<file path="config.mk">
export PLATFORM = sky130hd
export DESIGN_NAME = fxd2flot_pipe
export DESIGN_NICKNAME = d
export VERILOG_FILES = /design/src/rtl/fxd2flot_pkg.sv /design/src/rtl/fxd2flot_lod.sv /design/src/rtl/fxd2flot_pipe.sv
export SDC_FILE = /design/constraint.sdc
export NUM_CORES = 1
export LEC_CHECK = 0
export CAP_MARGIN = 10
export CORE_ASPECT_RATIO = 1.75
export CORE_MARGIN = 8
export CORE_UTILIZATION = 59
export DETAILED_ROUTE_END_ITERATION = 10
export HOLD_SLACK_MARGIN = 0.12
export PLACE_DENSITY = 0.88
export SETUP_SLACK_MARGIN = 0.05
export SYNTH_ARGS = -nofsm -noshare
export SYNTH_HDL_FRONTEND = slang
export SYNTH_HIERARCHICAL = 1
export SYNTH_SLANG_ARGS = --single-unit
</file>
<file path="constraint.sdc">
create_clock -name clk -period 7.22 [get_ports clk]
set_input_delay 1.444 -clock clk [delete_from_list [all_inputs] [get_ports clk]]
set_output_delay 1.444 -clock clk [all_outputs]
set_load 0.02 [all_outputs]
</file>
<file path="src/rtl/fxd2flot_pkg.sv">
// Shared helpers for the fixed-to-float pipeline: exponent bias, leading-one
// position width and float field offsets.
package fxd2flot_pkg;

  localparam int DEF_MAN = 23;
  localparam int DEF_EXP = 8;
  localparam int MAN_LO  = 0;

  function automatic int exp_bias(input int exp_w);
    return (1 << (exp_w - 1)) - 1;
  endfunction

  function automatic int pos_w(input int in_w);
    return ($clog2(in_w) > 1) ? $clog2(in_w) : 1;
  endfunction

  function automatic int sign_idx(input int man_w, input int exp_w);
    return man_w + exp_w;
  endfunction

  function automatic int exp_hi(input int man_w, input int exp_w);
    return man_w + exp_w - 1;
  endfunction

  function automatic int exp_lo(input int man_w);
    return man_w;
  endfunction

  function automatic int man_hi(input int man_w);
    return man_w - 1;
  endfunction

endpackage

</file>
<file path="src/rtl/fxd2flot_lod.sv">
// Combinational leading-one detector: highest set bit position plus an
// all-zero flag (position reads 0 when the vector is zero).
module fxd2flot_lod #(
  parameter int W  = 19,
  parameter int PW = 5
) (
  input  logic [W-1:0]  i_vec,
  output logic [PW-1:0] o_pos,
  output logic          o_zero
);

  always_comb begin
    o_pos = '0;
    for (int i = 0; i < W; i++) begin
      if (i_vec[i]) o_pos = PW'(i);
    end
  end

  assign o_zero = ~|i_vec;

endmodule

</file>
<file path="src/rtl/fxd2flot_pipe.sv">
// 3-stage fixed-point to float converter with valid/ready backpressure; all
// stages hold when the output is stalled. FXD2FLOT_RNE_EN selects RNE rounding.
module fxd2flot_pipe
  import fxd2flot_pkg::*;
#(
  parameter int IN_W   = 19,
  parameter int FRAC_W = 0,
  parameter int MAN    = DEF_MAN,
  parameter int EXP    = DEF_EXP,
  parameter int SIGNED = 0
) (
  input  logic               clk,
  input  logic               rst,
  input  logic               in_valid,
  output logic               in_ready,
  input  logic [IN_W-1:0]    a,
  output logic               out_valid,
  input  logic               out_ready,
  output logic [EXP+MAN:0]   b,
  output logic               zro
);

  localparam int PW      = pos_w(IN_W);
  localparam int BIAS    = exp_bias(EXP);
  localparam int SGN_IDX = sign_idx(MAN, EXP);
  localparam int EXP_H   = exp_hi(MAN, EXP);
  localparam int EXP_L   = exp_lo(MAN);
  localparam int MAN_H   = man_hi(MAN);
  localparam logic [EXP-1:0] EXP_OFS = EXP'(BIAS - FRAC_W);

  if (!((IN_W - 1 - FRAC_W) < BIAS && FRAC_W >= 0 && FRAC_W <= BIAS - 1 &&
        IN_W >= 2 && MAN >= 1)) begin : g_bad_params
    $error("fxd2flot_pipe: parameters allow exponent overflow or underflow");
  end

  logic               w_adv;
  logic               w_neg;
  logic [IN_W-1:0]    w_mag;
  logic               r1_vld, r1_sgn, r1_zro;
  logic [IN_W-1:0]    r1_mag;
  logic [PW-1:0]      w_pos;
  logic               w_lod_zero;
  logic [PW-1:0]      w_shamt;
  logic [IN_W-2:0]    w_frac;
  logic               r2_vld, r2_sgn, r2_zro;
  logic [PW-1:0]      r2_p;
  logic [IN_W-2:0]    r2_frac;
  logic [MAN-1:0]     w_man;
  logic [EXP-1:0]     w_exp;
  logic [EXP+MAN:0]   w_res;
  logic               r3_vld, r3_zro;
  logic [EXP+MAN:0]   r3_b;

  assign w_adv    = out_ready | ~r3_vld;
  assign in_ready = w_adv;

  // Magnitude kept at IN_W bits: the most negative input maps to 1000..0.
  assign w_neg = (SIGNED != 0) && a[IN_W-1];
  assign w_mag = w_neg ? (~a + IN_W'(1)) : a;

  fxd2flot_lod #(.W(IN_W), .PW(PW)) u_lod (
    .i_vec  (r1_mag),
    .o_pos  (w_pos),
    .o_zero (w_lod_zero)
  );

  assign w_shamt = PW'(IN_W - 1) - w_pos;
  assign w_frac  = (IN_W-1)'(r1_mag << w_shamt);

`ifdef FXD2FLOT_RNE_EN
  logic [IN_W+MAN:0]  w_pad;
  logic               w_up;
  logic [MAN:0]       w_sum;

  // Mantissa LSB at IN_W+1, guard at IN_W, round at IN_W-1, sticky below.
  assign w_pad = {r2_frac, {(MAN+2){1'b0}}};
  assign w_up  = w_pad[IN_W] & (w_pad[IN_W-1] | (|w_pad[IN_W-2:0]) | w_pad[IN_W+1]);
  assign w_sum = {1'b0, w_pad[IN_W+MAN:IN_W+1]} + (MAN+1)'(w_up);
  assign w_man = w_sum[MAN-1:0];
  assign w_exp = EXP'(r2_p) + EXP_OFS + EXP'(w_sum[MAN]);
`else
  assign w_man = MAN'({r2_frac, {MAN{1'b0}}} >> (IN_W - 1));
  assign w_exp = EXP'(r2_p) + EXP_OFS;
`endif

  always_comb begin
    w_res = '0;
    if (!r2_zro) begin
      w_res[SGN_IDX]      = r2_sgn;
      w_res[EXP_H:EXP_L]  = w_exp;
      w_res[MAN_H:MAN_LO] = w_man;
    end
  end

  always_ff @(posedge clk or posedge rst) begin
    if (rst) begin
      r1_vld  <= 1'b0;
      r1_sgn  <= 1'b0;
      r1_zro  <= 1'b0;
      r1_mag  <= '0;
      r2_vld  <= 1'b0;
      r2_sgn  <= 1'b0;
      r2_zro  <= 1'b0;
      r2_p    <= '0;
      r2_frac <= '0;
      r3_vld  <= 1'b0;
      r3_zro  <= 1'b0;
      r3_b    <= '0;
    end else if (w_adv) begin
      r1_vld  <= in_valid;
      r1_sgn  <= w_neg;
      r1_zro  <= (a == '0);
      r1_mag  <= w_mag;
      r2_vld  <= r1_vld;
      r2_sgn  <= r1_sgn;
      r2_zro  <= r1_zro | w_lod_zero;
      r2_p    <= w_pos;
      r2_frac <= w_frac;
      r3_vld  <= r2_vld;
      r3_zro  <= r2_zro;
      r3_b    <= w_res;
    end
  end

  assign out_valid = r3_vld;
  assign b         = r3_b;
  assign zro       = r3_zro;

endmodule

</file>
==> metrics.yaml, run 1 <==
cts_root_buf: "clkbuf_16"
num_rows: 40
syn_area_um2: 4040
diodes: 0
area.growth.synth_to_final_pct: 19.3
syn-instance-count: 430
fmax_ghz: 0.234
p_switching_uw: 875
endpoint_kind: "output pin"
p_clk_frac: 0.205
yosysMostFrequentCell: "nand2_1"
yosys_most_used_dff: "dfrtp_1"
max-cap-violations: 0
synth_xor_xnor_area_share: 0.0149
layout.nets: 495
post_cts_buffers: 0
place_congestion: 0.958
synth_warnings: 6
io_buffers: 51
synthTopCellsByCount: "139 x nand2_1, 74 x dfrtp_1, 20 x mux2i_1"
antenna_found_initial: 0
hold_violations: 0
slew_headroom: 0.251
crit_fanout: 3
grt_max_degree: 81
core_um2: 6760
grt_overflow: 0
fp.dieW_um: 78.6
worst_ep_required_time_ps: 5780
synth_compound_area_frac: 0.117
clkSlewWorstSetupHoldPaths_ps: 50
grt_usage: 0.195
dr_total_vias: 3212
synth_enable_flop_cells: 0
critPathLaunchType: "input pin"
ir_worst_vdd_mv: 0.241
power_density_nw_per_um2: 453
dr.pass1.iters: 4
wl_um: 9200
initial_core_util: 0.598
min_path_type: "flip-flop to flip-flop"
synth_seq_cells: 74
clock_path_buffers: 2
synth_cell_type_count: 63
rsz0062_at_grt: "no"
die_h_um: 126
p_seq_frac: 0.304
ioPinCount: 58
synth.top_cells.by_area: "dfrtp_1 46%, nand2_1 13%, mux2i_1 5.0%"
cp.arrival_ps: 2830
combinationalPowerShare: 0.491
cts_inserted_buffers: 9
cts_hold_buf: 0
crit_type: "input pin to output pin"
drive_gt1_frac: 0.0842
slew_violations: 0
cts_tree: "done"
clock_sinks: 74
power.leakage_uw: 0.00226
fin_tns_setup_ps: 0
worst_clock_skew_ps: 8.07
fin_crit_ps: 4270
cts_resized: 0
fillers: 505
drt_iter0_markers: 278
worst_pin_slew_ps: 1110
status: "finished, final reports clean"
synth-simple-area-share: 0.240
clkLatencyLatePin_ps: 340
wire_per_inst_um: 16.5
synth_adder_area_share: 0.00619
hpwlAfterDp_um: 6410
ys_async_sr_fraction: 1.00
internal_power_uw: 1310
swShare: 0.401
post_dp_cell_area_um2: 4520
design_area_um2: 4820
grt_pass1_vias: 3186
synth_top_area_cell: "dfrtp_1"
fin_crit_sh: 0.591
synth_top_family_by_area: "simple AND/OR/NAND/NOR gates"
synth_top_area_share: 0.458
drc: 0
grt_pass1_wl_um: 15300
ant_nets: 0
cts.htree.levels: 3
synth_mux_area_frac: 0.104
syn_avg_cell_area_um2: 9.40
ys_seq_area_frac: 0.458
via_per_inst: 5.75
die-area_um2: 9860
setup_viol: 0
-- area by class of cell --
class                           instances  area [µm²]  share of cell area
Clock buffer                           10         239              0.0495
Clock inverter                          6        65.1              0.0135
Inverter                               11        41.3             0.00856
Multi-Input combinational cell        319        1980               0.411
Sequential cell                        74        1850               0.384
Tap cell                               84         105              0.0218
Timing Repair Buffer                   55         541               0.112
-- sequential cells by signal, summed over array words and instances, names as in the netlist --
register and cells:
r1_mag 19, r2_zro 1, r2_vld 1, r1_zro 1, zro 1, r2_p 5, r1_vld 1, b 26
r2_frac 18, out_valid 1
-- layout by cell type (no fill, tap or decap), types with 3 or more instances in the layout --
cell type          n
a21oi_1           12
a22o_1             7
a31oi_1            3
and2_1             3
buf_4              4
clkbuf_16          9
clkdlybuf4s50_1   51
conb_1             6
dfrtp_1           74
inv_1              8
mux2i_1           20
mux4_1             4
mux4_2             3
nand2_1          139
nand2b_1           3
nand3b_1          18
nor2_1            15
nor3_1            10
nor4_1             4
nor4_2             4
o21ai_0           16
o31ai_1            4
xnor2_1            3
-- through the flow --
stage | util | std cells | hold slack [ps] | setup slack [ps] | power [µW]
2_1_floorplan | - | 435 | 430 | 3600 | 1460
3_3_place_gp | 0.669 | 543 | 440 | 2980 | 1700
3_5_place_dp | 0.669 | 543 | 448 | 2980 | 1730
4_1_cts | 0.714 | 559 | 460 | 2950 | 2190
5_1_grt | 0.714 | 559 | 488 | 2910 | 2310
6_report | 0.714 | 559 | 456 | 2950 | 2180
-- final timing paths --
path                                 from     endpoint  slack (ps)  depth (start not counted)
worst min-delay path               r2_vld       r2_vld         460                          2
worst max register to register  r1_mag[3]  r2_frac[14]        3480                         10
max in group asynchronous             rst  r2_frac[11]        4940                          3
min in group asynchronous             rst        b[30]        1700                          3
worst max-delay path            out_ready     in_ready        2950                          4
worst min register to register     r2_vld       r2_vld         460                          2
-- per-layer routing --
| layer | global-route usage | up-vias | wire, µm |
|---|---|---|---|
| met1 | 0.197 | 1550 | 3330 |
| met3 | 0.0445 | 17 | 461 |
| met4 | 0.102 | 0 | 320 |
| li1 | - | 1556 | - |
| met2 | 0.354 | 89 | 5090 |
| met5 | 0 | - | 0 |
-- cells by family (layout without fill, tap and decap cells) --
logic type / after synthesis / in the layout
AO/OA/AOI/OAI: 66 / 66
flip-flops: 74 / 74
XOR/XNOR: 6 / 6
multiplexers: 31 / 31
adder cells (fa/ha/maj): 2 / 2
buffers and inverters: 42 / 82
AND/OR/NAND/NOR: 208 / 208
other: 1 / 6
-- power groups by stage --
| stage | clock network, µW | registers (µW) | logic, µW |
|---|---|---|---|
| 6_report | 448 | 665 | 1070 |
| 2_1_floorplan | 0 | 719 | 740 |
| 3_5_place_dp | 0 | 671 | 1060 |
| 5_1_grt | 471 | 684 | 1160 |
| 3_3_place_gp | 0 | 660 | 1040 |
| 4_1_cts | 453 | 665 | 1070 |
-- worst max-delay path, cell delays in order --
cell             delay, ps
clkdlybuf4s50_1        450
nor2b_4                230
clkinv_1               140
clkdlybuf4s50_1        570
Note: power is estimated with default switching activity, not from simulation.
==> run 2, diff against run 1 <==
CORE_UTILIZATION = 55   (was 59)
PLACE_DENSITY = 0.83   (was 0.88)
clock period = 4.45 ns   (was 7.22 ns; I/O delays follow)
==> run 2 against run 1 <==
Wire length decreased by 1.6%; die area increased by 6.1%; cell area increased by 0.39%; worst hold slack improved by 3.7 ps; first-iteration DRC count decreased by 38%; utilization decreased by 4.0 points; flip-flop and latch count unchanged; critical path type is now flip-flop to flip-flop; highest routed layer unchanged.
==> metrics.yaml, run 2 (synthesized netlist as in run 1, its figures left out) <==
status: "finished, final reports clean"
wl_um: 9060  # -1.6%
diodes: 0  # unchanged
grt_pass1_wl_um: 14900  # -2.5%
wl_met3_um: 316  # -31%
mostFrequentLayoutCells: "139 x nand2_1, 74 x dfrtp_1, 51 x clkdlybuf4s50_1"
worst_pin_slew_ps: 1030  # -81.2 ps
fillers: 570  # +13%
drt_iter0_markers: 172  # -38%
endpoint_kind: "flip-flop"
dr.pass1.iters: 4  # unchanged
seq_area_um2: 1850  # unchanged
grt_overflow: 0  # unchanged
initial_core_util: 0.563  # -0.0354
worst_clock_skew_ps: 4.39  # -3.68 ps
hpwlAfterDp_um: 6730  # +5.0%
cp.arrival_ps: 3650  # +820 ps
max_stage_delay_ps: 840  # +270 ps
io_buffers: 51  # unchanged
crit_type: "flip-flop to flip-flop"
ioPinCount: 58  # unchanged
clkLatencyLatePin_ps: 330  # about the same
clkSlewWorstSetupHoldPaths_ps: 50  # about the same
cts_tree: "done"
die_h_um: 129  # +3.1%
antenna_found_initial: 0  # unchanged
crit_chain: "nor2_1 -> nor3_1 -> o311ai_0 -> a31oi_1 -> ha_1 -> mux4_1 -> and2_1 -> a31oi_1 -> o22ai_1 -> a21o_1"
fin_crit_ps: 3430
cp_slowest_cell: "ha_1"
wire_per_inst_um: 16.1  # -2.1%
grt_pass1_vias: 3124  # -1.9%
cts_root_buf: "clkbuf_16"
power_density_nw_per_um2: 734  # +62%
slew_headroom: 0.310  # +0.0585
ir_worst_vdd_mv: 0.318  # +32%
crit_path_frequent_cell: "a31oi_1"
fp.dieW_um: 80.8  # +2.9%
layout.nets: 497  # +0.40%
dr_total_vias: 3156  # -1.7%
grt_usage: 0.183  # -0.0123
design_area_um2: 4840  # +0.39%
place_congestion: 0.892  # -6.9%
grt_max_degree: 82  # +1.2%
route.met2.wl_um: 4980  # -2.1%
m1WireLength_um: 3380  # +1.5%
slew_violations: 0  # unchanged
num_rows: 41  # +2.5%
cts.htree.levels: 3  # unchanged
area.growth.synth_to_final_pct: 19.8
clock_sinks: 74  # unchanged
drive_gt1_frac: 0.0840  # -0.000177
die-area_um2: 10500  # +6.1%
multi_input_area_um2: 1980  # unchanged
setup_viol: 0  # unchanged
layout_commonest_cell: "nand2_1"
via_per_inst: 5.62  # -2.3%
largest_reg_flops: 26  # unchanged
clock_path_buffers: 2  # unchanged
worst_ep_required_time_ps: 4670  # -1110 ps
hold_violations: 0  # unchanged
cts_resized: 0  # unchanged
fin_crit_sh: 0.771
cts_hold_buf: 0  # unchanged
ant_nets: 0  # unchanged
post_cts_buffers: 0  # unchanged
max-cap-violations: 0  # unchanged
fmax_ghz: 0.291
post_dp_cell_area_um2: 4540  # +0.39%
min_path_type: "flip-flop to flip-flop"
drc: 0  # unchanged
fin_tns_setup_ps: 0  # unchanged
crit_fanout: 18  # +15
power.leakage_uw: 0.00227  # +0.54%
rsz0062_at_grt: "no"
highest_layer: "met4"
cts_inserted_buffers: 9  # unchanged
critPathLaunchType: "flip-flop"
core_um2: 7180  # +6.3%
run 2: cell types whose count changed in the layout (fill, tap and decap cells not counted):
| cell | change |
|---|---|
| buf_4 | +2 |
| clkbuf_1 | +1 |
| clkbuf_8 | +2 |
| clkinv_2 | -1 |
| clkinv_4 | -1 |
| clkinvlp_4 | -1 |
| inv_6 | -1 |
run 2: critical path, delay by kind of cell, from the launching register on:
family                   cells  cell delay (ps)
AO/OA/AOI/OAI                5              980
adder cells (fa/ha/maj)      1              840
flip-flops                   1              430
multiplexers                 1              670
AND/OR/NAND/NOR              3              400
run 2: final timing paths:
kind / end / cells past startpoint / slack (ps) / startpoint
max reg2reg: r2_frac[14] / 10 / 1020 / r1_mag[3]
min reg2reg: b[19] / 2 / 460 / b[19]
max in group asynchronous: r1_mag[10] / 3 / 2460 / rst
min in group asynchronous: b[24] / 2 / 1140 / rst
max: r2_frac[14] / 10 / 1020 / r1_mag[3]
min: b[19] / 2 / 460 / b[19]
run 2: layer usage:
| layer | GRT usage | vias to the layer above |
|---|---|---|
| met4 | 0.111 | 0 |
| met2 | 0.337 | 77 |
| met5 | 0 | - |
| met3 | 0.0305 | 21 |
| met1 | 0.182 | 1492 |
| li1 | - | 1566 |
run 2: power breakdown:
group          internal (µW)  switching (µW)
sequential               900             177
clock                    475             251
combinational            787             964
total                   2160            1390
run 2: through the flow:
step	hold slack (ps)	cells	util	power, µW	worst slack, ps
finish	460	562	0.674	3550	1020
global route	492	562	0.674	3780	811
CTS	467	562	0.674	3570	1040
detailed placement	455	547	0.632	2840	1060
global placement	443	547	0.632	2790	1190
floorplan	430	435	-	2370	1680
run 2: cell type report:
type | instances | area share
clock buffer | 13 | 0.0558
clock inverter | 2 | 0.00723
inverter | 11 | 0.00852
multi-input combinational | 319 | 0.409
sequential | 74 | 0.382
tap | 86 | 0.0222
timing repair buffer | 57 | 0.115
==> run 3, diff against run 2 <==
CORE_UTILIZATION = 49   (was 55)
PLACE_DENSITY = 0.79   (was 0.83)
clock period = 2.94 ns   (was 4.45 ns; I/O delays follow)
==> run 3 against run 2 <==
Wire length up 9.4%; clock power increased by 35%; flip-flop and latch count unchanged; count of clock-buffer cells in the layout grew 1; largest power group unchanged; first-iteration DRC count down 24%; non-clock buffer count up 19; utilization shrank 6.0 points.
==> metrics.yaml, run 3 (synthesized netlist as in run 1, its figures left out) <==
status: "finished, final reports clean"
max_stage_delay_ps: 400  # -440 ps
preCtsSetupSlack_ps: 109  # -947 ps
rsz0062_at_grt: "no"
crit_chain: "nor2_2 -> nor3_1 -> o311ai_1 -> a31oi_2 -> ha_4 -> buf_4 -> mux2i_1 -> mux2i_1 -> a22o_1 -> a211oi_1 -> nor3_1"
initial_core_util: 0.496  # -0.0667
worst_ep_required_time_ps: 3150  # -1520 ps
die_h_um: 136  # +5.2%
cts_inserted_buffers: 9  # unchanged
fmax_ghz: 0.357  # +23%
fin_tns_setup_ps: 0  # unchanged
ant_nets: 0  # unchanged
slew_violations: 0  # unchanged
mostFrequentLayoutCells: "139 x nand2_1, 74 x dfrtp_1, 51 x clkdlybuf4s50_1"
hold_violations: 0  # unchanged
via_per_inst: 5.64  # +0.39%
drive_gt1_frac: 0.127  # +0.0430
place_congestion: 0.939  # +5.3%
crit_type: "flip-flop to flip-flop"
wire_per_inst_um: 16.8  # +4.5%
largest_reg_flops: 26  # unchanged
io_buffers: 51  # unchanged
setup_viol: 0  # unchanged
clock_sinks: 74  # unchanged
clkSlewWorstSetupHoldPaths_ps: 60  # about the same
core_um2: 8150  # +13%
diodes: 0  # unchanged
layout.nets: 516  # +3.8%
cts_root_buf: "clkbuf_16"
max-cap-violations: 0  # unchanged
antenna_found_initial: 0  # unchanged
power_density_nw_per_um2: 1100  # +50%
cp.arrival_ps: 3010  # -640 ps
cts_hold_buf: 0  # unchanged
cp_slowest_cell: "dfrtp_1"
hpwlAfterDp_um: 7440  # +11%
fin_util: 0.614  # -0.0603
drt_iter0_markers: 130  # -24%
drc: 0  # unchanged
grt_overflow: 0  # unchanged
slew_headroom: 0.562  # +0.252
clock_path_buffers: 2  # unchanged
num_rows: 44  # +7.3%
crit_fanout: 8  # -10
critPathLaunchType: "flip-flop"
r2r_start: "r1_mag[3]"
fp.dieW_um: 84.7  # +4.8%
clkLatencyLatePin_ps: 330  # about the same
die-area_um2: 11500  # +10%
power.leakage_uw: 0.00234  # +3.1%
cts_tree: "done"
dr_total_vias: 3315  # +5.0%
worst_clock_skew_ps: 4.42  # +0.0272 ps
min_from: "b[12]"
endpoint_kind: "flip-flop"
post_cts_buffers: 0  # unchanged
area.growth.synth_to_final_pct: 23.8
min_path_type: "flip-flop to flip-flop"
wl_um: 9900  # +9.4%
ioPinCount: 58  # unchanged
cts.htree.levels: 3  # unchanged
worst_pin_slew_ps: 657  # -377 ps
power.total_uw: 5520  # +55%
layout_commonest_cell: "nand2_1"
cts_resized: 0  # unchanged
fin_crit_sh: 0.953  # +0.181
fin_crit_ps: 2800  # -631 ps
grt_pass1_vias: 3350  # +7.2%
setup_slack_ps: 140  # -879 ps
grt_max_degree: 75  # -8.5%
grt_pass1_wl_um: 16300  # +9.6%
grt_usage: 0.180  # -0.00283
dr.pass1.iters: 4  # unchanged
crit_start: "r1_mag[3]"
ir_worst_vdd_mv: 0.513  # +61%
==> run 3: where the power goes <==
group,total (µW),internal (µW),switching (µW)
clock network,981,593,388
logic,2920,1370,1560
registers,1620,1360,260
==> run 3: worst paths after layout <==
| path | slack (ps) | depth (start not counted) | endpoint |
|---|---|---|---|
| max | 140 | 11 | r2_frac[11] |
| min reg2reg | 460 | 2 | b[12] |
| max in group asynchronous | 1970 | 3 | r2_frac[13] |
| max reg2reg | 140 | 11 | r2_frac[11] |
| min | 460 | 2 | b[12] |
| min in group asynchronous | 660 | 3 | b[30] |
==> run 3: layout make-up <==
| cell class | count | area (µm²) |
|---|---|---|
| Tap cell | 92 | 115 |
| Fill cell | 725 | 3140 |
| Clock inverter | 2 | 12.5 |
| Clock buffer | 14 | 254 |
| Multi-Input combinational cell | 319 | 2020 |
| Timing Repair Buffer | 76 | 711 |
| Sequential cell | 74 | 1850 |
| Inverter | 11 | 41.3 |
==> run 3: critical path, delay by kind of cell (launching register included) <==
family	cells	cell delay, ps
compound gates	4	940
mux	2	450
flops	1	400
fa+ha+maj	1	360
simple gates	3	300
buf+inv	1	210
==> run 3: metrics by stage <==
stage / instance area [µm²] / std cells / hold slack (ps)
floorplan: 4060 / 435 / 430
detailed placement: 4700 / 572 / 452
global placement: 4700 / 572 / 440
CTS: 4970 / 588 / 466
finish: 5000 / 588 / 460
global route: 5000 / 588 / 481
==> run 3: routing by layer <==
layer,vias up,global-route usage,wire [µm]
met5,-,0,0
met4,0,0.0987,338
met3,20,0.0363,303
met2,78,0.339,5590
met1,1622,0.178,3670
li1,1595,-,-
